## src/rtl/cmd_ack_responder.sv

```systemverilog
// cmd_ack_responder
//   Command-acknowledge responder on the 8-bit control byte stream. A frame is a
//   contiguous run of cycles with con_din_en high. When the first two bytes match
//   HDR0/HDR1, up to ECHO_LEN leading bytes are echoed with a fixed two-cycle
//   latency, followed directly by a 4-byte trailer: ACK_BYTE, VER_MAJ, VER_MIN and
//   the current sequence value. Frames that start while a response is still in
//   flight are discarded whole and flagged on drop.
//
// Ports
//   clk          in   1  system clock
//   rst          in   1  asynchronous reset, active-low
//   con_din      in   8  input frame byte
//   con_din_en   in   1  input byte valid (frame = contiguous high run)
//   con_dout     out  8  response byte, 0 whenever con_dout_en is low
//   con_dout_en  out  1  response byte valid
//   busy         out  1  high from the match decision until the last trailer byte
//   drop         out  1  one-cycle pulse on byte 0 of a frame rejected due to busy
//   ack_seq      out  8  sequence value carried by the next trailer
module cmd_ack_responder #(
  parameter logic [7:0] HDR0     = 8'h04,
  parameter logic [7:0] HDR1     = 8'h21,
  parameter int         ECHO_LEN = 12,
  parameter logic [7:0] ACK_BYTE = 8'haa,
  parameter logic [7:0] VER_MAJ  = 8'h01,
  parameter logic [7:0] VER_MIN  = 8'h00
) (
  input  logic       clk,
  input  logic       rst,
  input  logic [7:0] con_din,
  input  logic       con_din_en,
  output logic [7:0] con_dout,
  output logic       con_dout_en,
  output logic       busy,
  output logic       drop,
  output logic [7:0] ack_seq
);

  typedef enum logic [2:0] {
    IDLE,
    HDR,
    ECHO,
    TRAIL,
    DRAIN
  } state_t;

  localparam logic [7:0] EchoLenC = 8'(ECHO_LEN);

  state_t     state_q, state_d;
  logic [7:0] cnt_q, cnt_d;
  logic       prevEn_q;
  logic       ignore_q, ignore_d;
  logic [1:0] trailIdx_q, trailIdx_d;
  logic [7:0] seq_q, seq_d;
  logic [7:0] din1_q, din2_q;
  logic       vld1_q, vld2_q;
  logic       frameStart;

  // ignore_q comes out of reset set so that a frame already in progress when
  // reset is released is skipped; it is also set for a dropped frame, and any
  // idle input cycle clears it. The vld tags mark bytes still inside the echo
  // window as they travel down the two-stage delay line.
  always_ff @(posedge clk or negedge rst) begin
    if (!rst) begin
      state_q    <= IDLE;
      cnt_q      <= 8'd0;
      prevEn_q   <= 1'b0;
      ignore_q   <= 1'b1;
      trailIdx_q <= 2'd0;
      seq_q      <= 8'd0;
      din1_q     <= 8'd0;
      din2_q     <= 8'd0;
      vld1_q     <= 1'b0;
      vld2_q     <= 1'b0;
    end else begin
      state_q    <= state_d;
      cnt_q      <= cnt_d;
      prevEn_q   <= con_din_en;
      ignore_q   <= ignore_d;
      trailIdx_q <= trailIdx_d;
      seq_q      <= seq_d;
      din1_q     <= con_din;
      din2_q     <= din1_q;
      vld1_q     <= con_din_en && (cnt_q < EchoLenC);
      vld2_q     <= vld1_q;
    end
  end

  assign frameStart = con_din_en && !prevEn_q && !ignore_q;
  assign ack_seq    = seq_q;

  // Next-state and output decode. ECHO always has a valid byte at the delay-line
  // output, and it hands over to TRAIL as soon as the byte behind it is outside
  // the echo window, which keeps con_dout_en gap-free into the trailer.
  always_comb begin
    state_d     = state_q;
    cnt_d       = con_din_en ? cnt_q + 8'd1 : 8'd0;
    ignore_d    = ignore_q;
    trailIdx_d  = trailIdx_q;
    seq_d       = seq_q;
    con_dout    = 8'd0;
    con_dout_en = 1'b0;
    busy        = (state_q == ECHO) || (state_q == TRAIL);
    drop        = frameStart && busy;

    if (!con_din_en) begin
      ignore_d = 1'b0;
    end else if (drop) begin
      ignore_d = 1'b1;
    end

    case (state_q)
      IDLE: begin
        if (frameStart) begin
          state_d = HDR;
        end
      end
      HDR: begin
        if (!con_din_en) begin
          state_d = IDLE;
        end else if ((din1_q == HDR0) && (con_din == HDR1)) begin
          state_d = ECHO;
        end else begin
          state_d = DRAIN;
        end
      end
      ECHO: begin
        con_dout_en = vld2_q;
        con_dout    = vld2_q ? din2_q : 8'd0;
        if (!vld1_q) begin
          state_d    = TRAIL;
          trailIdx_d = 2'd0;
        end
      end
      TRAIL: begin
        con_dout_en = 1'b1;
        trailIdx_d  = trailIdx_q + 2'd1;
        case (trailIdx_q)
          2'd0: con_dout = ACK_BYTE;
          2'd1: con_dout = VER_MAJ;
          2'd2: con_dout = VER_MIN;
          default: begin
            con_dout = seq_q;
            seq_d    = seq_q + 8'd1;
            state_d  = con_din_en ? DRAIN : IDLE;
          end
        endcase
      end
      DRAIN: begin
        if (!con_din_en) begin
          state_d = IDLE;
        end
      end
      default: begin
        state_d = IDLE;
      end
    endcase
  end

endmodule

```

## config.mk

```make
export PLATFORM = sky130hd
export DESIGN_NAME = cmd_ack_responder
export DESIGN_NICKNAME = d
export VERILOG_FILES = /design/src/rtl/cmd_ack_responder.sv
export SDC_FILE = /design/constraint.sdc
export NUM_CORES = 1
export LEC_CHECK = 0
export ABC_AREA = 1
export CORE_ASPECT_RATIO = 1.25
export CORE_MARGIN = 2
export CORE_UTILIZATION = 53
export CTS_CLUSTER_DIAMETER = 50
export DETAILED_ROUTE_END_ITERATION = 8
export PLACE_DENSITY = 0.83
export SYNTH_ARGS = -nofsm -noshare
export SYNTH_HDL_FRONTEND = slang
export SYNTH_SLANG_ARGS = --single-unit
```

## constraint.sdc

```tcl
create_clock -name clk -period 1.4 [get_ports clk]
set_input_delay 0.14 -clock clk [delete_from_list [all_inputs] [get_ports clk]]
set_output_delay 0.14 -clock clk [all_outputs]
set_load 0.005 [all_outputs]
```

After elaboration in Yosys (flattened, before gate mapping) --
Index checks and enable logic that the tools add are counted.
Word-level totals: register bits 41, output and inout bits 19, logic and storage cells 60
Cells by class: add/sub/neg operators 3, $lt $le $gt $ge 1, equal/unequal tests 13, mux-type cells 17, bitwise gates (word level) 1, reductions and logical operators 15
Operators by type and width (count):
- $pmux W8 S3 | 1
- $mux W3 | 7
- $add A8 B1 Y8 const B | 2
- $mux W8 | 2
- $pmux W8 S2 | 1
- $pmux W3 S5 | 1
- $eq A8 B3 Y1 const B | 1
- $eq A8 B6 Y1 const B | 1
- $lt A8 B4 Y1 const B | 1
- $ne A2 B2 Y1 const B | 4
- $eq A3 B2 Y1 const B | 2
- $logic_and A1 B1 Y1 | 5
- $pmux W2 S2 | 1
- $reduce_and A2 Y1 | 2
- $reduce_and A4 Y1 | 1
- $eq A3 B1 Y1 const B | 1
- $eq A3 B3 Y1 const B | 1
- $logic_not A3 Y1 | 1
- $reduce_or A3 Y1 | 1
- $add A2 B1 Y2 const B | 1
- $eq A2 B1 Y1 const B | 1
- $eq A2 B2 Y1 const B | 1
- $logic_not A1 Y1 | 2
- $logic_not A2 Y1 | 1
- 7 further kinds | 8

Logic depth before layout (Yosys ltp) --
Gate-level depths: netlist of run 1.
word-level depth 6, mapped depth 9

Worst setup path after synthesis of run 1 --
No wires, ideal clock.
path type reg-to-output, start register state_q[2], end output con_dout[0], arrival time 1.037 ns, data required time 1.260 ns, slack 0.223 ns, stages on the path, launching flop included 8, path through dfrtp_1 inv_2 nand2_4 nor2_1 nand2_1 inv_2 nand2_1 o211ai_1
On the way: longest elaborated chain between the ends 2, elaborated cells between the ends (all ways) 3
Ends and longest elaborated chain:
- start: declaration | line 48 | state_t state_q, state_d;
- start signal: assignment | line 75 | state_q <= state_d;
- $eq A3 B2 Y1 | line 111 | case (state_q)
- $pmux W8 S2 * | line 111
- end: declaration | line 31 | output logic [7:0] con_dout,
Mark *: on every way between the ends. The rest lies on a longest branch, timed or not.

Final worst setup path of run 1 --
Ends and elaborated chain as after synthesis.

==> run_results.csv, run 1 <==
group,metric,value,unit
logic_synthesis,avgSynthCellArea,8.605,sq um
min_path,hold_depth,1,
logic_synthesis,synthAdderAreaFrac,3.305,%
worst_setup_path,rrSetupSlack,-170,ps
routing,drc_errors,0,
sta,fin_crit,1643,ps
power,switching_share,25.17,%
global_routing,grt_pass1_wl,7.300,mm
power,p_sw,0.6722,mW
clock_tree,cts_tree,"done",
final_layout,area_growth,46.27,%
floorplan,die_h,70.82,um
clock_tree,clockBufferDepth,2,
placement,place_area,0.002427,sq mm
final_layout,final_cell_count_no_fill,337,
placement,place.gp.congestion,0.8625,
global_routing,antenna_found_initial,0,
clock_tree,clkTransAtPathRegs,80,ps
final_layout,antenna-diode-count,0,
global_routing,grt_pass1_vias,1729,
routing,wl,4.640,mm
worst_setup_path,cp_max_fo,7,
power,powerDensity,964.6,mW/mm^2
worst_setup_path,worstReg2RegEnd,"ack_seq[5]$_DFFE_PN0P_",
worst_setup_path,cp-start-kind,"flip-flop",
logic_synthesis,ys_seq_elements,41,
logic_synthesis,synth_nets,236,
sta,hold_ws,307.2,ps
routing,dr.first_iter.drc_count,91,
logic_synthesis,yosysWarningCount,0,
final_layout,stdcell_area,0.002769,sq mm
routing,avgViaCountPerCell,5.163,
power,power_frac_clock,36.7,%
routing,drt_pass1_iterations,4,
sta,fin_skew,9.346,ps
placement,dp_hpwl,2.891,mm
logic_synthesis,synth_area,0.001893,sq mm
floorplan,start_util,54.82,%
sta,relSlewSlack,75.56,%
worst_setup_path,r2r-start,"state_q[2]$_DFFE_PN0P_",
worst_setup_path,arrival,1500,ps
sta,setup_violations,13,
min_path,min_to,"din1_q[0]$_DFF_PN0_",
floorplan,core,0.003453,sq mm
final_layout,fill_cells,205,
power,power_leakage,1.404,nW
placement,placedCellCount,313,
sta,timing.final.crit_share,117.4,%
logic_synthesis,synth_simple_gate_area_share,29.41,%
placement,port_buffers,29,
routing,post_drt_wl_per_cell,13.77,um
logic_synthesis,synth_top_family_by_area,"simple AND/OR/NAND/NOR gates",
worst_setup_path,slowest_stage,"dfrtp_1",
power,finalPower,2.671,mW
global_routing,grt_usage,23.77,%
final_layout,drive_gt1_share,34.56,%
power,intPower,1.999,mW
power,comb_power_share,14.9,%
clock_tree,worstSkewPairLatency,300,ps
worst_setup_path,crit_required,1260,ps
routing,num_vias,1740,
logic_synthesis,syn_inst,220,
sta,fmaxAchievable,608.7,MHz
status,violations,"setup timing",
power,ir_drop,1.450,mV
clock_tree,cts_sinks,41,
floorplan,ios,30,
worst_setup_path,reg2regPathDepth,11,
status,status,"finished with violations",
clock_tree,cts_buffers,5,
min_path,min_from,"con_din[0]",
sta,worst_pin_slew,363.9,ps
sta,setup_slack,-242.9,ps
floorplan,rows,24,
sta,timing.final.hold_violations,0,
logic_synthesis,synth_xor_area_share,2.313,%
routing,ant_nets,0,
worst_setup_path,crit_chain,"inv_2 > nand2_4 > nor2_8 > buf_6 > nand2_8 > o211ai_1 > buf_2",
logic_synthesis,synth_compound_area_share,5.221,%
logic_synthesis,ys_seq_area_share,54.26,%
final_layout,final_util,80.18,%
run,drv_cap,0,
logic_synthesis,ys_types,25,
clock_tree,clockRootBuffer,"clkbuf_8",
power,p_seq_share,48.5,%
floorplan,die_w,57.46,um
sta,rsz0062_at_grt,"yes",
final_layout,final_nets,313,
global_routing,grt_max_degree,42,
global_routing,overflow,0,
worst_setup_path,crit_path_end_kind,"output pin",
logic_synthesis,synthMuxAreaShare,0,%
sta,maxSlewViolCount,0,
floorplan,die-area,0.004069,sq mm
min_path,hp-class,"input pin to flip-flop",
worst_setup_path,critPathKind,"flip-flop to output pin",
clock_tree,cts_max_level,2,
worst_setup_path,slowest_delay,410,ps
-- timing repair --
| item | CTS | global route |
|---|---|---|
| endpoints found under the hold margin | 40 | 0 |
| buffers inserted | 7 | 9 |
| hold buffers | 1 | 0 |
| pin swaps | 3 | 6 |
| setup endpoints to repair | 18 | 23 |
| resized for setup | 61 | 38 |
-- cell usage after synthesis (all sizes together) --
cell	instances	share of area, %
nand2	59	12
dfrtp	40	53
nor2	39	9.4
inv	27	5.5
o21ai	13	3.4
nand3	12	3.4
ha	5	3.3
nor3	5	1.3
a21oi	4	1.1
nand4	4	1.3
xor2	4	1.9
nand3b	2	0.79
dfstp	1	1.4
nor4	1	0.33
o211ai	1	0.40
o22ai	1	0.33
or2	1	0.33
xnor2	1	0.46
-- worst max-delay path by stage --
stage	endpoint	cells after the start	from	slack, ps
floorplan	con_dout[0]	7	state_q[2]$_DFFE_PN0P_	220
global placement	con_dout[7]	8	state_q[2]$_DFFE_PN0P_	-250
detailed placement	con_dout[0]	8	state_q[2]$_DFFE_PN0P_	-300
CTS	con_dout[2]	9	state_q[2]$_DFFE_PN0P_	-230
global route	con_dout[5]	9	state_q[2]$_DFFE_PN0P_	-330
finish	con_dout[0]	7	state_q[2]$_DFFE_PN0P_	-240
-- kinds of logic (layout without fill, tap and decap cells) --
kind of cell,after synthesis,after routing
compound gates,19,19
buf+inv,27,105
xor+xnor,5,5
fa+ha+maj,5,5
flops,41,41
simple gates,123,123
-- metrics by stage --
stage,TNS (ps),worst slack [ps]
final,-2428,-242.9
after global routing,-3642,-325.8
after CTS,-1985,-225.4
after detailed placement,-2633,-297.3
after global placement,-2113,-245.4
after floorplan,0,223.4
-- registers in the layout, summed over array words and instances (netlist names) --
register,count
cnt_q,8
state_q,3
ignore_q,1
prevEn_q,1
ack_seq,8
trailIdx_q,2
din1_q,8
din2_q,8
vld2_q,1
vld1_q,1
-- worst max-delay path: cells and delay by family, from the launching register on --
| family | cells | cell delay [ps] |
|---|---|---|
| AOI/OAI and AO/OA | 1 | 170 |
| DFF | 1 | 410 |
| and+or+nand+nor | 3 | 250 |
| buffers and inverters | 3 | 360 |
-- cell usage in the layout, fill, tap and decap left out, drive strengths merged --
master,synthesis,final
a21oi,4,4
clkbuf,0,7
dlygate4sd2,0,1
nor4,1,1
bufinv,0,1
dfstp,1,1
ha,5,5
xor2,4,4
inv,27,27
o21ai,13,13
buf,0,52
dlymetal6s2s,0,2
nand2,59,59
nand4,4,4
nand3,12,12
xnor2,1,1
dfrtp,40,40
o211ai,1,1
nor2,39,39
dlygate4sd3,0,1
or2,1,1
nand3b,2,2
nor3,5,5
o22ai,1,1
clkdlybuf4s50,0,14
-- routing by layer --
layer  GRT usage [%]  vias to the layer above  part of all wire (%)
li1                -                      853                     -
met1           26.29                      815                    38
met2           41.04                       59                    54
met3           6.764                       13                   5.3
met4           11.89                        0                   2.4
met5               0                        -                     0
-- power by group through the flow --
stage,clock (mW),combinational [mW],sequential [mW]
after CTS,1.00,0.347,1.29
after detailed placement,0,0.343,1.31
after global routing,1.06,0.439,1.30
final,0.979,0.397,1.29
after global placement,0,0.328,1.30
after floorplan,0,0.159,1.30
-- layout make-up --
cell class                      instances  area (sq um)  share of cell area [%]
Sequential cell                        41          1028                   37.14
Multi-Input combinational cell        152         872.1                   31.50
Timing Repair Buffer                   70         596.8                   21.55
Inverter                               27         106.4                   3.841
Clock buffer                            7         86.33                   3.118
Tap cell                               39         48.80                   1.762
Clock inverter                          1         30.03                   1.084
(Power assumes the default switching activity.)
==> run 2, diff against run 1 <==
--- a/config.mk
+++ b/config.mk
@@ -8,10 +8,10 @@
 export ABC_AREA = 1
 export CORE_ASPECT_RATIO = 1.25
 export CORE_MARGIN = 2
-export CORE_UTILIZATION = 53
+export CORE_UTILIZATION = 47
 export CTS_CLUSTER_DIAMETER = 50
 export DETAILED_ROUTE_END_ITERATION = 8
-export PLACE_DENSITY = 0.83
+export PLACE_DENSITY = 0.78
 export SYNTH_ARGS = -nofsm -noshare
 export SYNTH_HDL_FRONTEND = slang
 export SYNTH_SLANG_ARGS = --single-unit
==> constraint.sdc (replaced) <==
create_clock -name clk -period 1.3 [get_ports clk]
set_input_delay 0.13 -clock clk [delete_from_list [all_inputs] [get_ports clk]]
set_output_delay 0.13 -clock clk [all_outputs]
set_load 0.005 [all_outputs]
==> run_results.csv, run 2 (same netlist as run 1, synthesis figures left out) <==
group,metric,value,unit
global_routing,antenna_found_initial,0,
clock_tree,clockRootBuffer,"clkbuf_8",
routing,ant_nets,0,
sta,maxSlewViolCount,0,
sta,fmaxAchievable,625.9,MHz
clock_tree,clkTransAtPathRegs,80,ps
placement,port_buffers,29,
worst_setup_path,slowest_stage,"dfrtp_1",
routing,dr.first_iter.drc_count,75,
sta,fin_skew,11.34,ps
run,drv_cap,0,
clock_tree,cts_buffers,5,
routing,drt_pass1_iterations,4,
min_path,min_from,"con_din[5]",
global_routing,grt_pass1_vias,1676,
final_layout,final_nets,320,
floorplan,die_h,74.96,um
sta,rsz0062_at_grt,"yes",
final_layout,layout_commonest_cell,"nand2_1",
worst_setup_path,cp-start-kind,"flip-flop",
placement,dp_hpwl,2.930,mm
sta,setup_violations,18,
floorplan,die_w,60.77,um
placement,place_ws,-367.3,ps
sta,setup_slack,-297.7,ps
sta,relSlewSlack,71.27,%
placement,place.gp.congestion,0.8353,
worst_setup_path,crit_chain,"inv_2 > nand2_4 > nor2_8 > buf_6 > nand2_8 > o211ai_1 > buf_2",
clock_tree,cts_tree,"done",
worst_setup_path,slowest_delay,400,ps
floorplan,start_util,49.61,%
final_layout,mostFrequentLayoutCells,"nand2_1 (46), dfrtp_1 (39), buf_4 (37), nor2_1 (31), inv_1 (20)",
worst_setup_path,crit_required,1170,ps
status,violations,"setup timing",
routing,avgViaCountPerCell,4.891,
floorplan,rows,25,
min_path,hp-class,"input pin to flip-flop",
worst_setup_path,worstReg2RegEnd,"ack_seq[5]$_DFFE_PN0P_",
worst_setup_path,crit_path_end_kind,"output pin",
routing,drc_errors,0,
sta,timing.final.crit_share,122.9,%
power,powerDensity,988.2,mW/mm^2
clock_tree,clockBufferDepth,2,
placement,place_area,0.002469,sq mm
min_path,hold_depth,1,
final_layout,stdcell_area,0.002850,sq mm
clock_tree,worstSkewPairLatency,290,ps
clock_tree,cts_sinks,41,
floorplan,core,0.003816,sq mm
worst_setup_path,cp_max_fo,7,
worst_setup_path,reg2regPathDepth,11,
floorplan,die-area,0.004555,sq mm
worst_setup_path,r2r-start,"state_q[2]$_DFFE_PN0P_",
power,power_leakage,1.452,nW
floorplan,ios,30,
worst_setup_path,critPathKind,"flip-flop to output pin",
worst_setup_path,arrival,1470,ps
final_layout,drive_gt1_share,36.07,%
final_layout,area_growth,50.56,%
final_layout,antenna-diode-count,0,
sta,worst_pin_slew,427.6,ps
sta,timing.final.hold_violations,0,
routing,wl,4.484,mm
min_path,min_to,"din1_q[5]$_DFF_PN0_",
clock_tree,cts_max_level,2,
global_routing,grt_max_degree,42,
placement,placedCellCount,331,
final_layout,final_cell_count_no_fill,359,
global_routing,grt_pass1_wl,6.975,mm
routing,num_vias,1756,
sta,tns,-2876,ps
power,ir_drop,0.8160,mV
global_routing,grt_usage,20.47,%
routing,post_drt_wl_per_cell,12.49,um
global_routing,overflow,0,
worst_setup_path,rrSetupSlack,-190,ps
status,status,"finished with violations",
sta,fin_crit,1598,ps
run 2: cell count changes in the layout (fill, tap and decap cells not counted), sizes merged:
cell           change
dlygate4sd2        +3
clkinv             +1
clkdlybuf4s50      -3
bufinv             -1
clkbuf             +1
buf                +6
run 2: layout make-up:
| class | instances | area (sq um) |
|---|---|---|
| tap | 54 | 67.56 |
| fill | 270 | 965.9 |
| sequential | 41 | 1028 |
| timing repair buffer | 77 | 645.6 |
| inverter | 27 | 108.9 |
| multi-input combinational | 152 | 898.4 |
| clock buffer | 7 | 96.34 |
| clock inverter | 1 | 5.005 |
run 2: critical path, delay by kind of cell, from the launching register on:
family	cells	cell delay, ps
flops	1	400
buf+inv	3	340
compound gates	1	180
simple gates	3	250
run 2: what timing repair did:
action | in CTS | in global routing
gates resized for setup | 72 | 34
endpoints found under the hold margin | 40 | 0
buffers inserted | 15 | 10
hold buffers | 1 | 0
setup endpoints to repair | 27 | 23
pin swaps | 6 | 19
run 2: where the power goes:
| group | internal, mW | total [mW] | switching (mW) |
|---|---|---|---|
| sequential | 1.34 | 1.38 | 0.0426 |
| combinational | 0.253 | 0.523 | 0.270 |
| clock | 0.480 | 0.914 | 0.434 |
run 2: worst max path at each step:
stage	end	cells past startpoint	start	slack, ps
floorplan	ack_seq[2]$_DFFE_PN0P_	7	state_q[2]$_DFFE_PN0P_	120
global placement	con_dout[6]	7	state_q[2]$_DFFE_PN0P_	-340
finish	con_dout[0]	7	state_q[2]$_DFFE_PN0P_	-300
global route	con_dout[6]	9	state_q[2]$_DFFE_PN0P_	-400
detailed placement	con_dout[3]	5	trailIdx_q[0]$_DFFE_PN0P_	-370
CTS	con_dout[2]	9	state_q[2]$_DFFE_PN0P_	-290
run 2: per-layer routing:
layer	global-route usage, %	vias to the layer above	wire length [um]
li1	-	866	-
met1	22.32	832	1727
met2	38.59	46	2468
met3	2.749	12	163
met4	8.937	0	125
met5	0	-	0
run 2: per-stage QoR:
step                      hold slack (ps)  power [mW]  util [%]
after floorplan                    -165.6       1.572         -
after global placement              113.6       1.757     64.69
after CTS                           300.8       2.783     70.98
final                               305.3       2.817     74.69
after global routing                314.2       2.926     74.69
after detailed placement            116.9       1.770     64.69
==> run 3, diff against run 2 <==
--- a/config.mk
+++ b/config.mk
@@ -12,6 +12,7 @@
 export CTS_CLUSTER_DIAMETER = 50
 export DETAILED_ROUTE_END_ITERATION = 8
 export PLACE_DENSITY = 0.78
+export SETUP_SLACK_MARGIN = 0.5
 export SYNTH_ARGS = -nofsm -noshare
 export SYNTH_HDL_FRONTEND = slang
 export SYNTH_SLANG_ARGS = --single-unit
==> run_results.csv, run 3 (same netlist as run 1, synthesis figures left out) <==
group,metric,value,unit
clock_tree,worstSkewPairLatency,300,ps
sta,relSlewSlack,83.68,%
routing,wl,5.927,mm
global_routing,grt_usage,25.29,%
placement,place.gp.congestion,0.9421,
run,drv_cap,0,
placement,dp_hpwl,3.147,mm
worst_setup_path,critPathKind,"flip-flop to output pin",
routing,drc_errors,0,
sta,setup_slack,-332.0,ps
floorplan,die_h,74.96,um
final_layout,area_growth,66.69,%
placement,port_buffers,29,
worst_setup_path,crit_required,1170,ps
placement,place_area,0.002536,sq mm
global_routing,grt_pass1_wl,8.300,mm
clock_tree,cts_max_level,2,
worst_setup_path,crit_start,"state_q[2]$_DFFE_PN0P_",
floorplan,rows,25,
floorplan,ios,30,
routing,ant_nets,0,
worst_setup_path,r2r-start,"state_q[2]$_DFFE_PN0P_",
clock_tree,clockBufferDepth,2,
sta,fin_crit,1632,ps
routing,drt_pass1_iterations,4,
global_routing,overflow,0,
sta,timing.final.hold_violations,0,
global_routing,grt_pass1_vias,1863,
floorplan,core,0.003816,sq mm
final_layout,mostFrequentLayoutCells,"nand2_1 (37), dfrtp_1 (37), buf_4 (37), buf_6 (32), nor2_1 (30)",
sta,worst_pin_slew,244.8,ps
final_layout,drive_gt1_share,50.31,%
floorplan,die_w,60.77,um
sta,fin_skew,13.29,ps
final_layout,multi_input_area,0.001011,sq mm
sta,rsz0062_at_grt,"yes",
routing,num_vias,1954,
global_routing,grt_max_degree,21,
power,powerDensity,954.5,mW/mm^2
sta,setup_violations,23,
power,ir_drop,0.9496,mV
clock_tree,cts_tree,"done",
final_layout,fill_cells,195,
status,status,"finished with violations",
global_routing,antenna_found_initial,0,
status,violations,"setup timing",
clock_tree,cts_sinks,41,
routing,avgViaCountPerCell,5.225,
min_path,hp-class,"input pin to asynchronous set/reset pin",
final_layout,seq_area,0.001031,sq mm
power,finalPower,3.012,mW
worst_setup_path,cp-start-kind,"flip-flop",
clock_tree,cts_buffers,5,
sta,fmaxAchievable,612.7,MHz
clock_tree,clockRootBuffer,"clkbuf_8",
sta,timing.final.crit_share,125.5,%
final_layout,final_nets,335,
worst_setup_path,crit_path_end_kind,"output pin",
worst_setup_path,arrival,1500,ps
power,power_leakage,1.551,nW
sta,maxSlewViolCount,0,
floorplan,start_util,49.61,%
final_layout,stdcell_area,0.003156,sq mm
clock_tree,clkTransAtPathRegs,80,ps
worst_setup_path,cp_max_fo,4,
routing,dr.first_iter.drc_count,116,
routing,post_drt_wl_per_cell,15.85,um
final_layout,antenna-diode-count,0,
floorplan,die-area,0.004555,sq mm
[run 3: cell types whose count changed in the layout (fill, tap and decap cells not counted), moves of 4 or more]
cell / delta
o21ai_2: +4
inv_2: +4
o21ai_0: -5
nand2_2: +8
buf_6: +22
inv_1: -6
dlygate4sd2_1: -4
nand2_1: -9
[run 3: layer usage]
metal  global-route usage, %  share of wire, %
met1                   26.39                36
met2                   47.67                57
met3                   4.467               3.7
met4                   12.08               3.5
met5                       0                 0
[run 3: area by class of cell]
type / count / share of cell area (%)
flip-flops and latches: 41 / 32.67
clock inverters: 2 / 1.110
repair buffers: 92 / 26.01
multi-input cells: 152 / 32.04
inverters: 27 / 3.727
well taps: 54 / 2.141
clock buffers: 6 / 2.300
[run 3: worst max-delay path: stages (launching register included)]
cell and delay [ps]:
dfrtp_1 400, inv_2 90, nand2_4 90, nor2_8 100
o21ai_1 70, buf_4 160, o21ai_1 150, buf_2 140
[run 3: final timing paths]
check | to | slack, ps | cells past startpoint
hold / removal | ack_seq[6]$_DFFE_PN0P_ | 280 | 2
setup reg to reg | ack_seq[6]$_DFFE_PN0P_ | -220 | 12
min in group clk | din1_q[5]$_DFF_PN0_ | 320 | 1
hold reg to reg | din2_q[2]$_DFF_PN0_ | 370 | 0
setup / recovery | con_dout[3] | -330 | 7
max in group asynchronous | trailIdx_q[0]$_DFFE_PN0P_ | 600 | 3
[run 3: metrics by stage]
stage / hold WS (ps) / TNS (ps) / cells / setup WS (ps) / utilization [%]
finish: 275.1 / -4218 / 374 / -332.0 / 82.69
global route: 295.1 / -5422 / 374 / -382.3 / 82.69
CTS: 277.6 / -3344 / 367 / -279.1 / 77.61
detailed placement: 60.78 / -3918 / 335 / -376.0 / 66.46
global placement: 58.97 / -3434 / 335 / -336.9 / 66.46
floorplan: -165.6 / 0 / 220 / 124.5 / -
[run 3: where the power goes]
part           switching (mW)  internal, mW  leakage [nW]
registers              0.0611          1.34         0.516
clock network           0.446         0.570        0.0552
logic                   0.311         0.286         0.979
total                   0.818          2.19          1.55
[run 3: repair_timing]
| action | in CTS | in global routing |
|---|---|---|
| pin swaps | 20 | 20 |
| hold buffers | 1 | 0 |
| buffers inserted | 23 | 7 |
| hold endpoints to repair | 12 | 0 |
| setup endpoints to repair | 41 | 55 |
| resized for setup | 136 | 45 |
==> patch: new RTL, settings of run 1 <==
The 5 states of `state_t` get a one-hot encoding in 5 bits.
--- a/src/rtl/cmd_ack_responder.sv
+++ b/src/rtl/cmd_ack_responder.sv
@@ -35,12 +35,12 @@
   output logic [7:0] ack_seq
 );
 
-  typedef enum logic [2:0] {
-    IDLE,
-    HDR,
-    ECHO,
-    TRAIL,
-    DRAIN
+  typedef enum logic [4:0] {
+    IDLE  = 5'b00001,
+    HDR   = 5'b00010,
+    ECHO  = 5'b00100,
+    TRAIL = 5'b01000,
+    DRAIN = 5'b10000
   } state_t;
 
   localparam logic [7:0] EchoLenC = 8'(ECHO_LEN);
Formal check against the unedited RTL: no difference found for any inputs over 10 cycles, from zero or initial values and one cycle with rst low; not proved beyond that.
==> patch against run 1 <==
The flow finishes with violations (DRC, setup timing); clock power fell by 18%; non-clock buffer count grew 12; combinational power grew 91%; final area rose by 7.1%; first-iteration DRC count grew 110%; worst setup slack lost 0.17 ns; synthesized area grew 4.8%; final cell count grew 4.7%; sequential cell count grew 2; power up 10%; routed wire length rose by 24%; register-to-register slack got worse by 0.16 ns.
==> patch: results <==
[logic_synthesis]
ys_ff_latch = 43
synth.distinct_cells = 28
ys_top_cells_by_count = 64 x nand2_1, 41 x dfrtp_1, 31 x nor2_1, 22 x inv_1, 13 x o21ai_0
synth_compound_area_frac = 0.0498
synth-seq-area-share = 0.544
synth_fp_nets = 241
synth_xor_area_frac = 0.0309
synthAdderAreaFrac = 0.0315
synth_area_leaders = dfrtp_1 52%, nand2_1 12%, nor2_1 5.9%

[detailed_routing]
wl_per_cell_um = 16.3
num_vias = 1891
drt_pass1_iterations = 6
drt-initial-drc-count = 190
drc = 2

[grt]
grt_max_degree = 19
track_usage = 0.278
grt_pass1_wl_um = 8800
gr-usage-met2 = 0.480
use_met3 = 0.0588

[layout]
multi_input_area_um2 = 933
multi_input_cells = 154
nets = 329
buffers = 82
fillerInstances = 203
n_clock_buffer = 6
multi_input_area_share = 0.315
seq_area_frac = 0.364
clk_share = 0.0287
layout-drive-gt1-share = 0.389
buf_share = 0.240

[timing]
setup_tns_ns = -6.46
skew_ns = 0.0154
layout_setup_ws_ns = -0.409
holdWs_ns = 0.296
worstMarginPinSlew_ns = 0.396
setup_viol_count_final = 26

[min_path]
hold_path_class = input port to async pin

[placement]
dpl.hpwl_um = 3100
finalWeightedCongestion = 0.821
placed_area_um2 = 2530
dp_cells = 320
place_ws_ns = -0.379

[clock_network]
cts_max_path_buffers = 2
root_buffer = clkbuf_8
cts_resized = 101
postCtsSetupBuffers = 17

[power]
seq_power_mw = 1.38
power.internal_mw = 2.02
power.density_nw_per_um2 = 992
leakagePower_nw = 1.53
ir_drop_mv = 0.889

[critical_path]
reg2reg_depth = 13
r2r-start = state_q[0]
crit_arrival_ns = 1.67
timing.rr.end = state_q[0]
critPathMaxFanout = 3

[run_status]
status = complete, but fails checks
violations = DRC, setup timing

[floorplan]
start_util = 0.560
coreArea_um2 = 3540
[patch: cells by family (layout without fill, tap and decap cells)]
kind of cell | after synthesis | in the layout
AO/OA/AOI/OAI | 19 | 19
XOR/XNOR | 7 | 7
flip-flops | 43 | 43
adder cells (fa/ha/maj) | 5 | 5
AND/OR/NAND/NOR | 123 | 123
buffers and inverters | 28 | 117
[patch: metal layers]
layer | routed length [um] | share of wire
met2 | 3170 | 0.55
met5 | 0 | 0
met4 | 121 | 0.021
met3 | 239 | 0.041
met1 | 2240 | 0.39
[patch: worst max-delay path by stage]
stage,cells after the start,slack (ns),end,from
after floorplan,7,0.12,state_q[4],trailIdx_q[0]
after global placement,7,-0.32,busy,state_q[0]
after detailed placement,7,-0.38,busy,state_q[0]
after CTS,10,-0.37,con_dout[6],state_q[1]
after global routing,10,-0.46,con_dout[2],state_q[1]
final,9,-0.41,con_dout[4],state_q[0]
